===== config.mk =====
export PLATFORM = sky130hd
export DESIGN_NAME = psram_ctrl
export DESIGN_NICKNAME = d
export VERILOG_FILES = /design/src/rtl/psram_ctrl.sv
export SDC_FILE = /design/constraint.sdc
export NUM_CORES = 1
export LEC_CHECK = 0
export BUFFER_PORTS_ARGS = -buffer_cell sky130_fd_sc_hd__buf_2
export CAP_MARGIN = 20
export CORE_ASPECT_RATIO = 1.1
export CORE_MARGIN = 2
export CORE_UTILIZATION = 40
export CTS_BUF_LIST = sky130_fd_sc_hd__clkbuf_4 sky130_fd_sc_hd__clkbuf_8
export CTS_CLUSTER_DIAMETER = 80
export CTS_CLUSTER_SIZE = 10
export DETAILED_ROUTE_END_ITERATION = 16
export GPL_TIMING_DRIVEN = 0
export PLACE_DENSITY = 0.65
export SLEW_MARGIN = 20
export SYNTH_ARGS = -nofsm -noshare
export SYNTH_HDL_FRONTEND = slang
export SYNTH_SLANG_ARGS = --single-unit

===== constraint.sdc =====
create_clock -name clk_100mhz -period 3 [get_ports clk_100mhz]
set_input_delay 0.15 -clock clk_100mhz [delete_from_list [all_inputs] [get_ports clk_100mhz]]
set_output_delay 0.15 -clock clk_100mhz [all_outputs]
set_load 0.02 [all_outputs]

===== src/rtl/psram_ctrl.sv =====
// psram_ctrl: single-byte read/write transaction controller for an octal
// (8-bit DQ, SDR) PSRAM. One request at a time: command byte, 24-bit address
// in three beats, then either one write data beat or READ_LAT wait beats
// followed by one read data beat. SCLK runs at clk_100mhz/2; each beat is two
// clocks (phase 0: SCLK low, new DQ; phase 1: SCLK high, PSRAM samples).
//
// Request handshake: i_stb is level sampled on every clk edge. It is accepted
// only on an edge where the controller is idle (o_busy=0); on that edge
// i_we/i_addr/i_data are latched. While o_busy=1, i_stb is ignored, not
// queued; the requester holds or reissues it. Read results appear on o_data
// together with a one-cycle o_data_ready pulse.
//
// The pad tristate (o_dq / o_dq_oe / i_dq) is resolved by the level above.
module psram_ctrl #(
  parameter int         INIT_CYCLES = 15000,
  parameter int         READ_LAT    = 6,
  parameter int         CSH_CYCLES  = 2,
  parameter logic [7:0] CMD_READ    = 8'h03,
  parameter logic [7:0] CMD_WRITE   = 8'h02
) (
  input  logic        clk_100mhz,
  input  logic        rstn_i,
  input  logic        i_stb,
  input  logic        i_we,
  input  logic [23:0] i_addr,
  input  logic [7:0]  i_data,
  output logic        o_busy,
  output logic [7:0]  o_data,
  output logic        o_data_ready,
  output logic        o_psram_csn,
  output logic        o_psram_sclk,
  output logic [7:0]  o_dq,
  output logic        o_dq_oe,
  input  logic [7:0]  i_dq,
  output logic [2:0]  o_dbg_state
);

  // At least one turnaround beat between our last driven beat and the
  // PSRAM driving DQ, and at least one CSn-high clock between accesses.
  localparam int RLAT     = (READ_LAT   < 1) ? 1 : READ_LAT;
  localparam int CSH_N    = (CSH_CYCLES < 1) ? 1 : CSH_CYCLES;
  localparam int INIT_N   = (INIT_CYCLES < 1) ? 1 : INIT_CYCLES;
  localparam int CNT_MAX  = (INIT_N > RLAT) ? ((INIT_N > CSH_N) ? INIT_N : CSH_N)
                                            : ((RLAT > CSH_N) ? RLAT : CSH_N);
  localparam int CNT_W    = (CNT_MAX > 255) ? $clog2(CNT_MAX + 1) : 8;

  localparam logic [CNT_W-1:0] INIT_LAST = CNT_W'(INIT_N - 1);
  localparam logic [CNT_W-1:0] RLAT_LAST = CNT_W'(RLAT - 1);
  localparam logic [CNT_W-1:0] CSH_LAST  = CNT_W'(CSH_N - 1);
  localparam logic [CNT_W-1:0] ADDR_LAST = CNT_W'(2);

  typedef enum logic [2:0] {
    S_INIT  = 3'd0,
    S_IDLE  = 3'd1,
    S_CMD   = 3'd2,
    S_ADDR  = 3'd3,
    S_WDATA = 3'd4,
    S_RWAIT = 3'd5,
    S_RDATA = 3'd6,
    S_CSH   = 3'd7
  } state_t;

  state_t             state_q, state_d;
  logic [CNT_W-1:0]   cnt_q, cnt_d;
  logic               phase_q, phase_d;
  logic               we_q, we_d;
  logic [23:0]        addr_q, addr_d;
  logic [7:0]         wdata_q, wdata_d;
  logic [7:0]         data_q, data_d;
  logic               ready_q, ready_d;

  // State, counters and latched request; everything returns to power-up
  // values on reset so an interrupted access never emits a data pulse.
  always_ff @(posedge clk_100mhz or negedge rstn_i) begin
    if (!rstn_i) begin
      state_q <= S_INIT;
      cnt_q   <= '0;
      phase_q <= 1'b0;
      we_q    <= 1'b0;
      addr_q  <= '0;
      wdata_q <= '0;
      data_q  <= '0;
      ready_q <= 1'b0;
    end else begin
      state_q <= state_d;
      cnt_q   <= cnt_d;
      phase_q <= phase_d;
      we_q    <= we_d;
      addr_q  <= addr_d;
      wdata_q <= wdata_d;
      data_q  <= data_d;
      ready_q <= ready_d;
    end
  end

  // Next-state logic: beats advance on the phase-1 edge; counters count
  // beats in the serial states and clocks in INIT and CSH.
  always_comb begin
    state_d = state_q;
    cnt_d   = cnt_q;
    phase_d = phase_q;
    we_d    = we_q;
    addr_d  = addr_q;
    wdata_d = wdata_q;
    data_d  = data_q;
    ready_d = 1'b0;

    unique case (state_q)
      S_INIT: begin
        phase_d = 1'b0;
        if (cnt_q == INIT_LAST) begin
          state_d = S_IDLE;
          cnt_d   = '0;
        end else begin
          cnt_d = cnt_q + CNT_W'(1);
        end
      end

      S_IDLE: begin
        phase_d = 1'b0;
        cnt_d   = '0;
        if (i_stb) begin
          we_d    = i_we;
          addr_d  = i_addr;
          wdata_d = i_data;
          state_d = S_CMD;
        end
      end

      S_CMD: begin
        phase_d = ~phase_q;
        if (phase_q) begin
          state_d = S_ADDR;
          cnt_d   = '0;
        end
      end

      S_ADDR: begin
        phase_d = ~phase_q;
        if (phase_q) begin
          if (cnt_q == ADDR_LAST) begin
            cnt_d   = '0;
            state_d = we_q ? S_WDATA : S_RWAIT;
          end else begin
            cnt_d = cnt_q + CNT_W'(1);
          end
        end
      end

      S_WDATA: begin
        phase_d = ~phase_q;
        if (phase_q) begin
          state_d = S_CSH;
          cnt_d   = '0;
        end
      end

      S_RWAIT: begin
        phase_d = ~phase_q;
        if (phase_q) begin
          if (cnt_q == RLAT_LAST) begin
            cnt_d   = '0;
            state_d = S_RDATA;
          end else begin
            cnt_d = cnt_q + CNT_W'(1);
          end
        end
      end

      S_RDATA: begin
        phase_d = ~phase_q;
        if (phase_q) begin
          // The PSRAM has held the byte across the rising SCLK edge; take it
          // on the clk edge that closes phase 1.
          data_d  = i_dq;
          ready_d = 1'b1;
          state_d = S_CSH;
          cnt_d   = '0;
        end
      end

      S_CSH: begin
        phase_d = 1'b0;
        if (cnt_q == CSH_LAST) begin
          state_d = S_IDLE;
          cnt_d   = '0;
        end else begin
          cnt_d = cnt_q + CNT_W'(1);
        end
      end

      default: begin
        state_d = S_INIT;
        cnt_d   = '0;
        phase_d = 1'b0;
      end
    endcase
  end

  // Pad-side outputs decoded from registered state, so CSn and oe drop in
  // the same cycle the reset is asserted or the last driven beat ends.
  always_comb begin
    o_psram_csn  = 1'b1;
    o_psram_sclk = 1'b0;
    o_dq         = 8'h00;
    o_dq_oe      = 1'b0;

    unique case (state_q)
      S_CMD: begin
        o_psram_csn  = 1'b0;
        o_psram_sclk = phase_q;
        o_dq         = we_q ? CMD_WRITE : CMD_READ;
        o_dq_oe      = 1'b1;
      end
      S_ADDR: begin
        o_psram_csn  = 1'b0;
        o_psram_sclk = phase_q;
        o_dq_oe      = 1'b1;
        case (cnt_q[1:0])
          2'd0:    o_dq = addr_q[23:16];
          2'd1:    o_dq = addr_q[15:8];
          default: o_dq = addr_q[7:0];
        endcase
      end
      S_WDATA: begin
        o_psram_csn  = 1'b0;
        o_psram_sclk = phase_q;
        o_dq         = wdata_q;
        o_dq_oe      = 1'b1;
      end
      S_RWAIT, S_RDATA: begin
        o_psram_csn  = 1'b0;
        o_psram_sclk = phase_q;
      end
      default: begin
        o_psram_csn  = 1'b1;
        o_psram_sclk = 1'b0;
      end
    endcase
  end

  assign o_busy       = (state_q != S_IDLE);
  assign o_data       = data_q;
  assign o_data_ready = ready_q;
  assign o_dbg_state  = state_q;

endmodule


; Word level (Yosys, flattened, before mapping)
; Index checks and enable logic that the tools add are counted.
[word_totals]
register_bits = 60
input_bits = 44
output_inout_bits = 24
wordCells = 72
[op_classes]
addsub = 1
eq_ne = 23
mux = 28
n_bitwise = 1
reduce_logical = 11
[ops]
columns = operator, count
row1 = 14-bit two-way mux, 7
row2 = 14-bit one-hot mux with 6 select lines, 1
row3 = 3-bit two-way mux, 9
row4 = 8-bit one-hot mux with 3 select lines, 1
row5 = 3-bit one-hot mux with 7 select lines, 1
row6 = "2-bit inequality test, second input constant", 8
row7 = 8-bit one-hot mux with 2 select lines, 1
row8 = "14-bit by 1-bit adder with 14-bit output, second input constant", 1
row9 = "14-bit by 1-bit == test with 1-bit output, second input constant", 1
row10 = "14-bit == test, second input constant", 1
row11 = "14-bit by 2-bit == test with 1-bit output, second input constant", 1
row12 = "14-bit by 3-bit == test with 1-bit output, second input constant", 1
row13 = "3-bit == test, second input constant", 4
row14 = 9-bit AND reduction, 1
row15 = 3-bit OR reduction, 3
row16 = 1-bit two-way mux, 7
row17 = "3-bit by 2-bit == test with 1-bit output, second input constant", 2
row18 = 5-bit OR reduction, 1
row19 = "2-bit by 1-bit inequality test with 1-bit output, second input constant", 2
row20 = 2-bit AND reduction, 2
row21 = "3-bit by 1-bit == test with 1-bit output, second input constant", 1
row22 = 3-bit zero test, 1
row23 = "3-bit by 1-bit inequality test with 1-bit output, second input constant", 1
row24 = 3-bit AND reduction, 1
row25 = 5 further kinds, 5

; Depth between registers and ports, before layout
; Gate-level depths: netlist of run 1.
[depth]
word_depth = 4
depth_mapped = 9
depth_no_buf = 7

; Worst setup path after synthesis of run 1
; OpenSTA, ideal clock, no wires.
[synth_path]
path_type = register to register
startpoint = reg cnt_q[1]
endpoint = reg cnt_q[6]
setup_time_ns = 0.124
arrival_time_ns = 2.034
required_time_ns = 2.876
slack_ns = 0.842
stages_incl_launch_ff = 10
n_path_buf = 2
period_less_slack_ns = 2.158
cell_sequence = dfrtp_1 inv_1 ha_1 clkbuf_1 nand2_1 o2111a_1 nor4_4 buf_6 nor4_1 a211o_1
[synth_between]
elab_chain_len = 4
elab_cells_between_ends = 12
cone_classes = 1 x add/sub / 4 x eq/ne / 7 x mux
[synth_lines]
columns = item, line
row1 = start: declaration, 64  ; logic [CNT_W-1:0] cnt_q, cnt_d;
row2 = start signal: assignment, 86  ; cnt_q <= cnt_d;
row3 = 14-bit by 1-bit adder with 14-bit output (tied with other cells), n/a
row4 = "14-bit two-way mux, on equally long branches", "161, 141"
row5 = "14-bit two-way mux, on equally long branches", "160, 140"
row6 = 14-bit one-hot mux with 6 select lines *, 108  ; unique case (state_q)
; Mark *: on every way between the ends. The rest lies on a longest branch, timed or not. The select of a mux whose other input is x is not followed.
; A chain may end at the register's enable or synchronous reset.

; Worst setup path after layout of run 1
[layout_path]
startpoint = reg cnt_q[1]
endpoint = out o_dq[0]
[layout_between]
elab_chain_len = 3
elab_cells_between_ends = 4
cone_classes = 1 x eq/ne / 2 x mux / 1 x reduce/logical
[layout_lines]
columns = item, line
row1 = 2-bit by 1-bit == test with 1-bit output / 2-bit zero test (equally long branches), 219  ; case (cnt_q[1:0])
row2 = 8-bit one-hot mux with 2 select lines *, 219
row3 = 8-bit one-hot mux with 3 select lines *, 208  ; unique case (state_q)
row4 = end: declaration, 32  ; output logic [7:0] o_dq,
; Mark *: on every way between the ends. The rest lies on a longest branch, timed or not.

==> results of run 1 <==
==> worst max-delay path, cell delays in order (launching register included) <==
cell and delay, ns:
dfrtp_1 0.41, inv_1 0.10, ha_1 0.20, clkbuf_1 0.27, nor2_1 0.61, nand2_1 0.13
nand3_1 0.12, a22o_1 0.14, buf_2 0.16
==> metal layers <==
layer	global-route usage	routed length, um	up-vias	part of all wire
li1	-	-	1143	-
met1	0.218	3040	1170	0.44
met2	0.297	3420	62	0.50
met3	0.0428	287	10	0.042
met4	0.0521	122	0	0.018
met5	0	0	-	0
==> final timing paths <==
check                                            from                      to  slack (ns)  depth (start not counted)
min in group asynchronous                      rstn_i  addr_q[12]$_DFFE_PN0P_        0.42                          2
worst max register to register   cnt_q[1]$_DFFE_PN0P_    cnt_q[6]$_DFFE_PN0P_        0.38                          9
worst min-delay path                        i_addr[3]   addr_q[3]$_DFFE_PN0P_        0.04                          2
worst min register to register  o_data[5]$_DFFE_PN0P_   o_data[5]$_DFFE_PN0P_        0.50                          1
max in group asynchronous                      rstn_i   cnt_q[13]$_DFFE_PN0P_        2.05                          2
worst max-delay path             cnt_q[1]$_DFFE_PN0P_                 o_dq[0]        0.37                          8
==> cell usage in the layout (no fill, tap or decap), types with 5 or more instances in the layout <==
| master | Yosys | final |
|---|---|---|
| a21oi_1 | 9 | 9 |
| a22o_1 | 16 | 16 |
| and3_1 | 5 | 5 |
| buf_2 | 3 | 69 |
| clkbuf_1 | 12 | 12 |
| clkbuf_8 | 0 | 11 |
| dfrtp_1 | 60 | 60 |
| inv_1 | 7 | 7 |
| mux2_2 | 43 | 43 |
| nand2_1 | 21 | 21 |
| nand3_1 | 7 | 7 |
| nor2_1 | 11 | 11 |
| nor2b_1 | 5 | 5 |
| nor4_1 | 5 | 5 |
| o21ai_0 | 8 | 8 |
| o31ai_1 | 8 | 8 |
==> Yosys cell counts, types with 7 or more instances <==
cell,count
dfrtp_1,60
clkbuf_1,12
nand2_1,21
mux2_2,43
o21ai_0,8
nand3_1,7
a21oi_1,9
inv_1,7
o31ai_1,8
a22o_1,16
nor2_1,11
==> state kept, by name, summed over array words and instances, names as in the netlist <==
register and count:
addr_q 24, cnt_q 14, o_data 8, o_data_ready 1
o_dbg_state 3, phase_q 1, wdata_q 8, we_q 1
==> area by class of cell <==
type                       count  area [um2]
clock buffer                  12         159
sequential                    60        1500
clock inverter                 4        47.5
fill                         689        3690
buffer                        17        82.6
inverter                       8        30.0
tap                           87         109
timing repair buffer          68         348
multi-input combinational    182        1380
==> logic make-up (layout without fill, tap and decap cells) <==
family                     after synthesis  in the layout  share of synthesized area
DFF                                     60             60                      0.501
and+or+nand+nor                         80             80                      0.148
xor gates and xnor gates                 1              1                    0.00292
muxes                                   43             43                      0.162
adders and majority gates                4              4                     0.0167
buffers and inverters                   25            109                     0.0376
AOI/OAI and AO/OA                       54             54                      0.132
==> where the power goes <==
| group | total, mW | switching [mW] | leakage (nW) | internal [mW] |
|---|---|---|---|---|
| sequential | 1.31 | 0.176 | 0.743 | 1.14 |
| combinational | 1.78 | 1.01 | 0.863 | 0.764 |
| clock | 0.751 | 0.315 | 0.106 | 0.435 |
==> per-stage QoR <==
| stage | hold slack (ns) | power (mW) |
|---|---|---|
| 2_1_floorplan | -0.146 | 2.60 |
| 3_3_place_gp | 0.382 | 3.06 |
| 3_5_place_dp | 0.281 | 3.12 |
| 4_1_cts | 0.0365 | 3.87 |
| 5_1_grt | 0.0334 | 4.12 |
| 6_report | 0.0392 | 3.84 |
==> results.txt, run 1 <==
The final weighted congestion in routability-driven placement was 0.829. The count of hold buffers inserted by post-cts repair is 1, and the number of antenna violations at the first check in global routing is 0. Once detail routing completed, the nets flagged for antenna violations numbered 0. After legalization and detailed placement, the total HPWL measured 4830 um. Kind of capture point of the worst setup path: a primary output. The starting utilization of the core area came out at 0.408. The data required time at the worst endpoint is 2.85 ns.

For the number of I/O pins, the log shows 68. In this run the power density over the cells is 1050 nW/um2. Final routed wire length divided by cell count: 15.7 um.

Measured along the x axis, the die boundary spans 86.5 um. The routed via count divided by cell count is 5.45. The cell area after layout was 3660 um2; the area fraction of the dominant cell type after synthesis was 0.501. The total detailed-routing wirelength came out at 6870 um. After the first detailed-routing iteration, the DRC count stood at 97.

The tools report the remaining global-route overflow as 0. Before antenna repair, the detailed router went through 6 iterations. For the pin with the worst max-slew slack, the measured transition is 0.779 ns. In this run, CTS created clock tree buffers numbering 9.

The logs give 0.285 mV for the peak supply drop and 2.48 ns for the endpoint arrival time on the critical path. The minimum period implied by the final worst setup slack came out at 2.63 ns. The start-to-end type of the worst setup path was flip-flop to primary output. Cell taking the most area after synthesis: dfrtp_1.

Clock-pin slew was measured on the worst setup and hold paths at 0.07 ns. TritonCTS built the clock tree. Max-cap violations in this run came to 0.

The number of cells in the finished layout apart from fillers was 438. Yosys printed 0 warnings. The worst slew slack as a fraction of its limit was 0.481; the end-of-flow core utilization was 0.498. After layout, the worst setup slack is 0.368 ns. The sequential fraction of the synthesis area is 0.501, and the number of synthesized register bits is 60.

Synthesis produced 267 cells. Static timing analysis puts the maximum clock frequency at 0.380 GHz. The number of placed instances, taps included, is 421. The run gives 0.361 ns as the pre-CTS worst setup slack.

Setup repair after global routing left no endpoint under its margin. The share of async-settable or async-resettable flops after synthesis works out to 1.00. The run gives 0 as the post-CTS setup buffer count. The number of slew-limit violations in the final report was 0. Summing all placed instances gives a cell area of 3440 um2. The class of the tightest hold or removal check is primary input to flip-flop.

The worst setup path is launched from a flip-flop. Summing over every cut layer, the via total after detailed routing is 2385. During placement, the flow inserted port buffers numbering 67. The global-route usage over all layers came out at 0.174. The clock passes through at most 2 buffers.

The analysis attributes to cell leakage a power of 1.71 nW. Row generation in the floorplan step produced 33 rows. From bottom edge to top edge, the die measures 94.8 um. The later-pin clock latency in the skew report is 0.33 ns. The flow ran to the end, and the final reports show no timing, DRC or antenna violations.

For the via count of the first global-routing pass, the log shows 2308. The largest net degree at the start of global routing is 61. The tools report the clock tree root buffer cell as clkbuf_8. After detailed routing, the number of remaining DRC violations is 0.

Of all nets on the critical path, the largest fanout is 10. The mapped netlist covers 3000 um2. Each instance of the synthesized netlist takes up on average 11.2 um2. Setup violations remaining at the end of the flow were counted as 0. The logs give 0.00691 ns for the worst clock skew on the final layout and 45 for the distinct cell type count of the synthesized netlist. For the final routed database, the setup TNS stands at 0 ns.

Relative to the synthesized area, the layout overhead comes to 22.1%. The logs give 60 for the number of clock sinks seen by CTS and 0 for the number of gates resized after cts. The total core area came out at 7350 um2.

The tools report the antenna diode count as 0. The post-route fraction of the period consumed by the critical path came out at 0.877. The fraction of layout cells with a size suffix above 1 was 0.390. The run gives 394 as the count of nets after finishing. Ranked by total cell area, the synthesized netlist is headed by dfrtp_1, mux2_2, a22o_1, nand2_1, o31ai_1. Count of flip-flops with a built-in enable after synthesis: 0. Level count of the clock H-tree: 3. The logs give 315 for the number of nets produced by synthesis and 0 for the final hold violation count. The most used flip-flop cell after synthesis is dfrtp_1.

The die outline area was 8200 um2. The run gives 11100 um as the global-route wire length before repair.
Power figures use the tool's default switching activity.
==> inputs of run 2 (changes only) <==
HOLD_SLACK_MARGIN = 0.12   (was default)
==> results.txt, run 2 (synthesis gave the netlist of run 1 again) <==
The remaining global-route overflow was 0 (unchanged). The peak supply drop is 0.290 mV (was 0.285 mV), and the largest net degree at the start of global routing is 61 (unchanged). The run gives 0 (unchanged) as the total of endpoints with negative setup slack in the final report.

The critical path depth was 9 (was 8); the total via count after detailed routing was 2558 (was 2385). Count of standard-cell rows: 33 (unchanged). For the post-CTS setup buffer count, the log shows 0 (unchanged).

The die boundary height is 94.8 um (unchanged). The worst clock skew on the final layout was 0.00590 ns (was 0.00691 ns); the final routed DRC violation total was 0 (unchanged). The tools report the endpoint arrival time on the critical path as 2.84 ns (was 2.48 ns).

Most frequent cells in the layout: buf_2, dfrtp_1, mux2_2 (unchanged). TritonCTS built the clock tree. The tools report the final hold violation count as 0 (unchanged).

The post-DP HPWL is 4830 um (unchanged). The slowest library cell on the worst path was nor4_4 (was nor2_1). The number of buffers on the longest clock path is 2 (unchanged), and the count of hold buffers inserted by post-cts repair is 42 (was 1). Setup repair after global routing left no endpoint under its margin. Start-to-end type of the worst setup path: flip-flop to flip-flop (was flip-flop to primary output).

The global-route usage over all layers came out at 0.190 (was 0.174). The run gives 0.380 GHz (about the same) as the maximum clock frequency. The run finished with clean final reports. The tools report the total detailed-routing wirelength as 7510 um (was 6870 um). The cell total after placement was 421 (unchanged). Most common cell after layout, fill and taps aside: buf_2 (unchanged). The number of antenna violations at the first check in global routing was 0 (unchanged).

Register with the most flip-flops: addr_q (unchanged). Transition time of the tightest slew-check pin: 0.777 ns (was 0.779 ns). The areal power density over the cells was 961 nW/um2 (was 1050 nW/um2). The TritonCTS buffer count was 9 (unchanged); the number of DRC markers after the initial detailed-route iteration was 114 (was 97). The remaining number of nets flagged by the antenna check after routing came out at 0 (unchanged). The count of buffers from port buffering was 67 (unchanged); the max-cap check violation count was 0 (unchanged).

The minimum period implied by the final worst setup slack came out at 2.63 ns (about the same). The number of slew-limit violations in the final report is 0 (unchanged). The class of the tightest hold or removal check was primary input to async pin (was primary input to flip-flop).

The number of cells in the finished layout apart from fillers came out at 479 (was 438). The tools report the element type at the critical path start as a flip-flop (unchanged). The area added between synthesis and finish is 35.8% (was 22.1%), and the via count of the first global-routing pass is 2523 (was 2308). The die outline area came out at 8200 um2 (unchanged). The post-route total power came out at 3.91 mW (was 3.84 mW). The data required time at the worst endpoint was 3.22 ns (was 2.85 ns); the total core area was 7350 um2 (unchanged). The fraction of layout cells with a size suffix above 1 works out to 0.349 (was 0.390).

The number of I/O pins was 68 (unchanged). The clock transition time at the flip-flop clock pins of the worst setup and hold paths is 0.07 ns (about the same), and the final routed wire length divided by cell count is 15.7 um (about the same). The gate family responsible for the most delay along the worst path is buffers and inverters (was simple AND/OR/NAND/NOR gates).

Top Registers: addr_q x24, cnt_q x14 (unchanged). Number of fill cells: 642 (was 689). The run gives 0.482 (was 0.481) as the worst slew slack as a fraction of its limit. The worst-case reg-to-reg path depth works out to 9 (unchanged). Kind of capture point of the worst setup path: a flip-flop (was a primary output). The post-route fraction of the period consumed by the critical path is 0.876 (was 0.877). The logs give 0.829 (unchanged) for the final weighted congestion in routability-driven placement and 4 (was 6) for the number of iterations in the first detailed-routing pass.

The static leakage was 1.88 nW (was 1.71 nW). Biggest cell delay along the critical path: 0.50 ns (was 0.61 ns). Cell-by-cell trace of the critical path: inv_1 -> ha_1 -> clkbuf_1 -> nand2_1 -> o2111a_1 -> nor4_4 -> buf_6 -> nor4_1 -> a211o_1 (was inv_1 -> ha_1 -> clkbuf_1 -> nor2_1 -> nand2_1 -> nand3_1 -> a22o_1 -> buf_2).

The aggregate negative setup slack was 0 ns (unchanged); the starting utilization of the core area was 0.408 (unchanged). The x dimension of the die is 86.5 um (unchanged). The number of flip-flops under the largest register name is 24 (unchanged), and the number of gates resized after cts is 0 (unchanged). The number of clock sinks seen by CTS was 60 (unchanged); the number of buffers and inverters on the critical path was 3 (unchanged). For the antenna diode count, the log shows 0 (unchanged). The run gives 435 (was 394) as the count of nets after finishing. The level count of the clock H-tree is 3 (unchanged). The clock tree root buffer cell was clkbuf_8 (unchanged). The later-pin clock latency in the skew report was 0.33 ns (about the same); the routed via count divided by cell count was 5.34 (was 5.45). The largest fanout on the critical path is 10 (unchanged), and the global-route wire length before repair is 12000 um (was 11100 um).
==> run 2: cell count changes in the layout (fill, tap and decap cells not counted), sizes merged <==
cell	previous run	this run
dlygate4sd3	1	42
==> run 2: per-layer routing <==
layer / share of wire / global-route usage
met4: 0.011 / 0.0469
met1: 0.44 / 0.227
met3: 0.030 / 0.0420
met5: 0 / 0
met2: 0.52 / 0.344
==> run 2: path summary, 6_finish.rpt <==
kind / slack [ns] / from / to
max in group asynchronous: 2.05 / rstn_i / cnt_q[13]$_DFFE_PN0P_
min reg2reg: 0.50 / o_data[5]$_DFFE_PN0P_ / o_data[5]$_DFFE_PN0P_
min: 0.43 / rstn_i / wdata_q[5]$_DFFE_PN0P_
max: 0.37 / cnt_q[1]$_DFFE_PN0P_ / cnt_q[6]$_DFFE_PN0P_
min in group clk_100mhz: 0.50 / o_data[5]$_DFFE_PN0P_ / o_data[5]$_DFFE_PN0P_
max reg2reg: 0.37 / cnt_q[1]$_DFFE_PN0P_ / cnt_q[6]$_DFFE_PN0P_
==> run 2: through the flow <==
stage | util | instance area, um2 | setup slack (ns) | hold WS, ns
2_1_floorplan | - | 3000 | 0.842 | -0.146
3_3_place_gp | 0.468 | 3440 | 0.428 | 0.382
3_5_place_dp | 0.468 | 3440 | 0.361 | 0.281
4_1_cts | 0.554 | 4070 | 0.347 | 0.464
5_1_grt | 0.554 | 4070 | 0.149 | 0.505
6_report | 0.554 | 4070 | 0.371 | 0.426
==> run 2: power by group <==
group | total (mW) | internal (mW) | switching, mW
logic | 1.84 | 0.800 | 1.04
clock network | 0.747 | 0.435 | 0.311
registers | 1.32 | 1.14 | 0.184
==> run 2: worst register-to-register path: stages, from the launching register on <==
cell and delay, ns:
dfrtp_1 0.42, inv_1 0.11, ha_1 0.18, clkbuf_1 0.45, nand2_1 0.10, o2111a_1 0.21
nor4_4 0.50, buf_6 0.22, nor4_1 0.06, a211o_1 0.26
==> run 2: area by class of cell <==
type	count	area (um2)	area share
Tap cell	87	109	0.0268
Buffer	17	82.6	0.0203
Timing Repair Buffer	109	758	0.186
Clock inverter	4	47.5	0.0117
Clock buffer	12	159	0.0391
Sequential cell	60	1500	0.369
Inverter	8	30.0	0.00738
Multi-Input combinational cell	182	1380	0.339
==> inputs of run 3 (changes only) <==
==> constraint.sdc (replaced) <==
create_clock -name clk_100mhz -period 3 [get_ports clk_100mhz]
set_input_delay 0.9 -clock clk_100mhz [delete_from_list [all_inputs] [get_ports clk_100mhz]]
set_output_delay 0.9 -clock clk_100mhz [all_outputs]
set_load 0.02 [all_outputs]
==> results.txt, run 3 (synthesis gave the netlist of run 1 again) <==
The final routed wire length divided by cell count came out at 15.9 um (was 15.7 um). The final routed DRC violation total was 0 (unchanged). The tools report the instance area after placement as 3440 um2 (unchanged). The logs give 0 (unchanged) for the final hold violation count and 1.51 mW (was 1.54 mW) for the switching component of the power. The clock transition time at the flip-flop clock pins of the worst setup and hold paths is 0.07 ns (about the same), and the count of buffers from port buffering is 67 (unchanged).

The capture point of the worst path is o_dq[6] (was cnt_q[6]$_DFFE_PN0P_). The post-route fraction of the period consumed by the critical path was 0.955 (was 0.876). Setup repair after global routing left no endpoint under its margin.

The remaining global-route overflow was 0 (unchanged). Routed via count divided by cell count: 5.47 (was 5.34). The class of the tightest hold or removal check was flip-flop to flip-flop (was primary input to async pin). For the end-of-flow core utilization, the log shows 0.497 (was 0.554). The tools report the die outline area as 8200 um2 (unchanged).

The reg-to-reg critical path endpoint is cnt_q[6]$_DFFE_PN0P_ (unchanged). TritonCTS built the clock tree. The start-to-end type of the worst setup path is flip-flop to primary output (was flip-flop to flip-flop). The run finished with clean final reports. The remaining number of nets flagged by the antenna check after routing is 0 (unchanged). The source of the critical timing path was o_dbg_state[1]$_DFFE_PN0P_ (was cnt_q[1]$_DFFE_PN0P_). Number of flip-flops under the largest register name: 24 (unchanged). The x dimension of the die is 86.5 um (unchanged), and the TritonCTS buffer count is 9 (unchanged). The tools report the number of buffers on the longest clock path as 2 (unchanged). The element type at the critical path start is a flip-flop (unchanged). The number of clock sinks seen by CTS came out at 60 (unchanged). The fraction of layout cells with a size suffix above 1 came out at 0.406 (was 0.349). The largest fanout on the critical path came out at 10 (unchanged). The number of DRC markers after the initial detailed-route iteration is 91 (was 114), and the global-route wire length before repair is 11100 um (was 12000 um).

Transition time of the tightest slew-check pin: 0.773 ns (was 0.777 ns). The tools report the relative contribution of combinational cells to total power as 0.465 (was 0.471). The internal power component is 2.35 mW (was 2.37 mW).

The post-CTS setup buffer count was 0 (unchanged). The logs give 61 (unchanged) for the largest net degree at the start of global routing and 0.408 (unchanged) for the starting utilization of the core area. The run gives 0.173 (was 0.190) as the global-route usage over all layers. Top Registers: addr_q x24, cnt_q x14 (unchanged).

For the static leakage, the log shows 1.70 nW (was 1.88 nW). For the number of fill cells, the log shows 689 (was 642). The tools report the relative contribution of the clock network to total power as 0.195 (was 0.191). The count of nets after finishing was 390 (was 435). Via count of the first global-routing pass: 2304 (was 2523). For the data required time at the worst endpoint, the log shows 2.10 ns (was 3.22 ns). The run gives 1.96 ns (was 2.84 ns) as the endpoint arrival time on the critical path.

The register with the most flip-flops is addr_q (unchanged). The logs give 33 (unchanged) for the count of standard-cell rows and 3650 um2 (was 4070 um2) for the cell area after layout. The number of slew-limit violations in the final report was 0 (unchanged). The worst clock skew on the final layout came out at 0.00704 ns (was 0.00590 ns).

The relative contribution of sequential cells to total power was 0.340 (was 0.338); the die boundary height was 94.8 um (unchanged). The level count of the clock H-tree came out at 3 (unchanged). The peak supply drop was 0.285 mV (was 0.290 mV); the later-pin clock latency in the skew report was 0.33 ns (about the same). The worst slew slack as a fraction of its limit was 0.485 (was 0.482).

Start of the worst register-to-register path: cnt_q[1]$_DFFE_PN0P_ (unchanged). The most common cell after layout, fill and taps aside is buf_2 (unchanged). The total core area is 7350 um2 (unchanged), and the antenna diode count is 0 (unchanged).

The worst-case reg-to-reg path depth was 8 (was 9). Most frequent cells in the layout: buf_2, dfrtp_1, mux2_2 (unchanged). The total detailed-routing wirelength is 6890 um (was 7510 um). The areal power density over the cells is 1060 nW/um2 (was 961 nW/um2), and the max-cap check violation count is 0 (unchanged). The net switching fraction of the power was 0.392 (was 0.393); the number of iterations in the first detailed-routing pass was 4 (unchanged). Final weighted congestion in routability-driven placement: 0.829 (unchanged). The number of I/O pins came out at 68 (unchanged).

For the post-DP HPWL, the log shows 4830 um (unchanged). The number of antenna violations at the first check in global routing is 0 (unchanged), and the maximum clock frequency is 0.349 GHz (was 0.380 GHz). The clock tree root buffer cell was clkbuf_8 (unchanged). The area added between synthesis and finish is 21.9% (was 35.8%), and the minimum period implied by the final worst setup slack is 2.86 ns (was 2.63 ns). The count of hold buffers inserted by post-cts repair came out at 0 (was 42). The kind of capture point of the worst setup path was a primary output (was a flip-flop). The total via count after detailed routing is 2374 (was 2558), and the total of endpoints with negative setup slack in the final report is 0 (unchanged). The register-to-register setup slack was 0.55 ns (was 0.37 ns).
-- run 3: changes by cell type in the layout (fill, tap and decap cells not counted), sizes merged --
cell	before	now
clkbuf	24	21
dlygate4sd3	42	0
-- run 3: power groups by stage --
stage	registers, mW	logic, mW	clock network (mW)
CTS	1.31	1.80	0.761
detailed placement	1.33	1.79	0
finish	1.31	1.80	0.753
global route	1.35	1.97	0.798
floorplan	1.38	1.21	0
global placement	1.31	1.75	0
-- run 3: how the worst min path moves through the flow --
stage	startpoint	endpoint	slack, ns	depth (start not counted)
floorplan	wdata_q[1]$_DFFE_PN0P_	wdata_q[1]$_DFFE_PN0P_	0.48	1
global placement	o_data[5]$_DFFE_PN0P_	o_data[5]$_DFFE_PN0P_	0.48	1
detailed placement	o_data[5]$_DFFE_PN0P_	o_data[5]$_DFFE_PN0P_	0.49	1
CTS	o_data[5]$_DFFE_PN0P_	o_data[5]$_DFFE_PN0P_	0.50	1
global route	addr_q[7]$_DFFE_PN0P_	addr_q[7]$_DFFE_PN0P_	0.52	1
finish	o_data[5]$_DFFE_PN0P_	o_data[5]$_DFFE_PN0P_	0.50	1
-- run 3: per-stage QoR --
stage / hold slack (ns) / setup TNS [ns] / power, mW / setup WS (ns) / instances
global placement: 0.481 / 0 / 3.06 / 0.00150 / 421
CTS: 0.502 / 0 / 3.88 / 0.0162 / 434
finish: 0.498 / 0 / 3.86 / 0.136 / 434
global route: 0.523 / 0 / 4.13 / 0.00717 / 434
floorplan: 0.481 / 0 / 2.60 / 0.372 / 267
detailed placement: 0.487 / -0.0453 / 3.12 / -0.0295 / 421
-- run 3: final cells by class --
class / instances / area, um2 / share of cell area
tap: 87 / 109 / 0.0298
clock inverter: 4 / 47.5 / 0.0130
multi-input combinational: 182 / 1400 / 0.382
clock buffer: 12 / 159 / 0.0435
sequential: 60 / 1500 / 0.411
timing repair buffer: 67 / 338 / 0.0925
inverter: 8 / 30.0 / 0.00822
buffer: 14 / 71.3 / 0.0195
-- run 3: critical path, stage by stage, from the launching register on --
cell      delay, ns
dfrtp_1        0.40
clkbuf_1       0.35
nand2_1        0.11
or2_2          0.37
o21ai_0        0.20
buf_2          0.19
-- run 3: timing repair --
action	CTS	global route
pin swaps	0	1
gates resized for setup	2	3
endpoints found under the hold margin	0	0
setup endpoints to repair	8	9
-- run 3: routing by layer --
| layer | part of all wire | vias to the layer above | GRT usage |
|---|---|---|---|
| li1 | - | 1140 | - |
| met1 | 0.45 | 1166 | 0.217 |
| met2 | 0.49 | 60 | 0.296 |
| met3 | 0.041 | 8 | 0.0428 |
| met4 | 0.016 | 0 | 0.0521 |
| met5 | 0 | - | 0 |
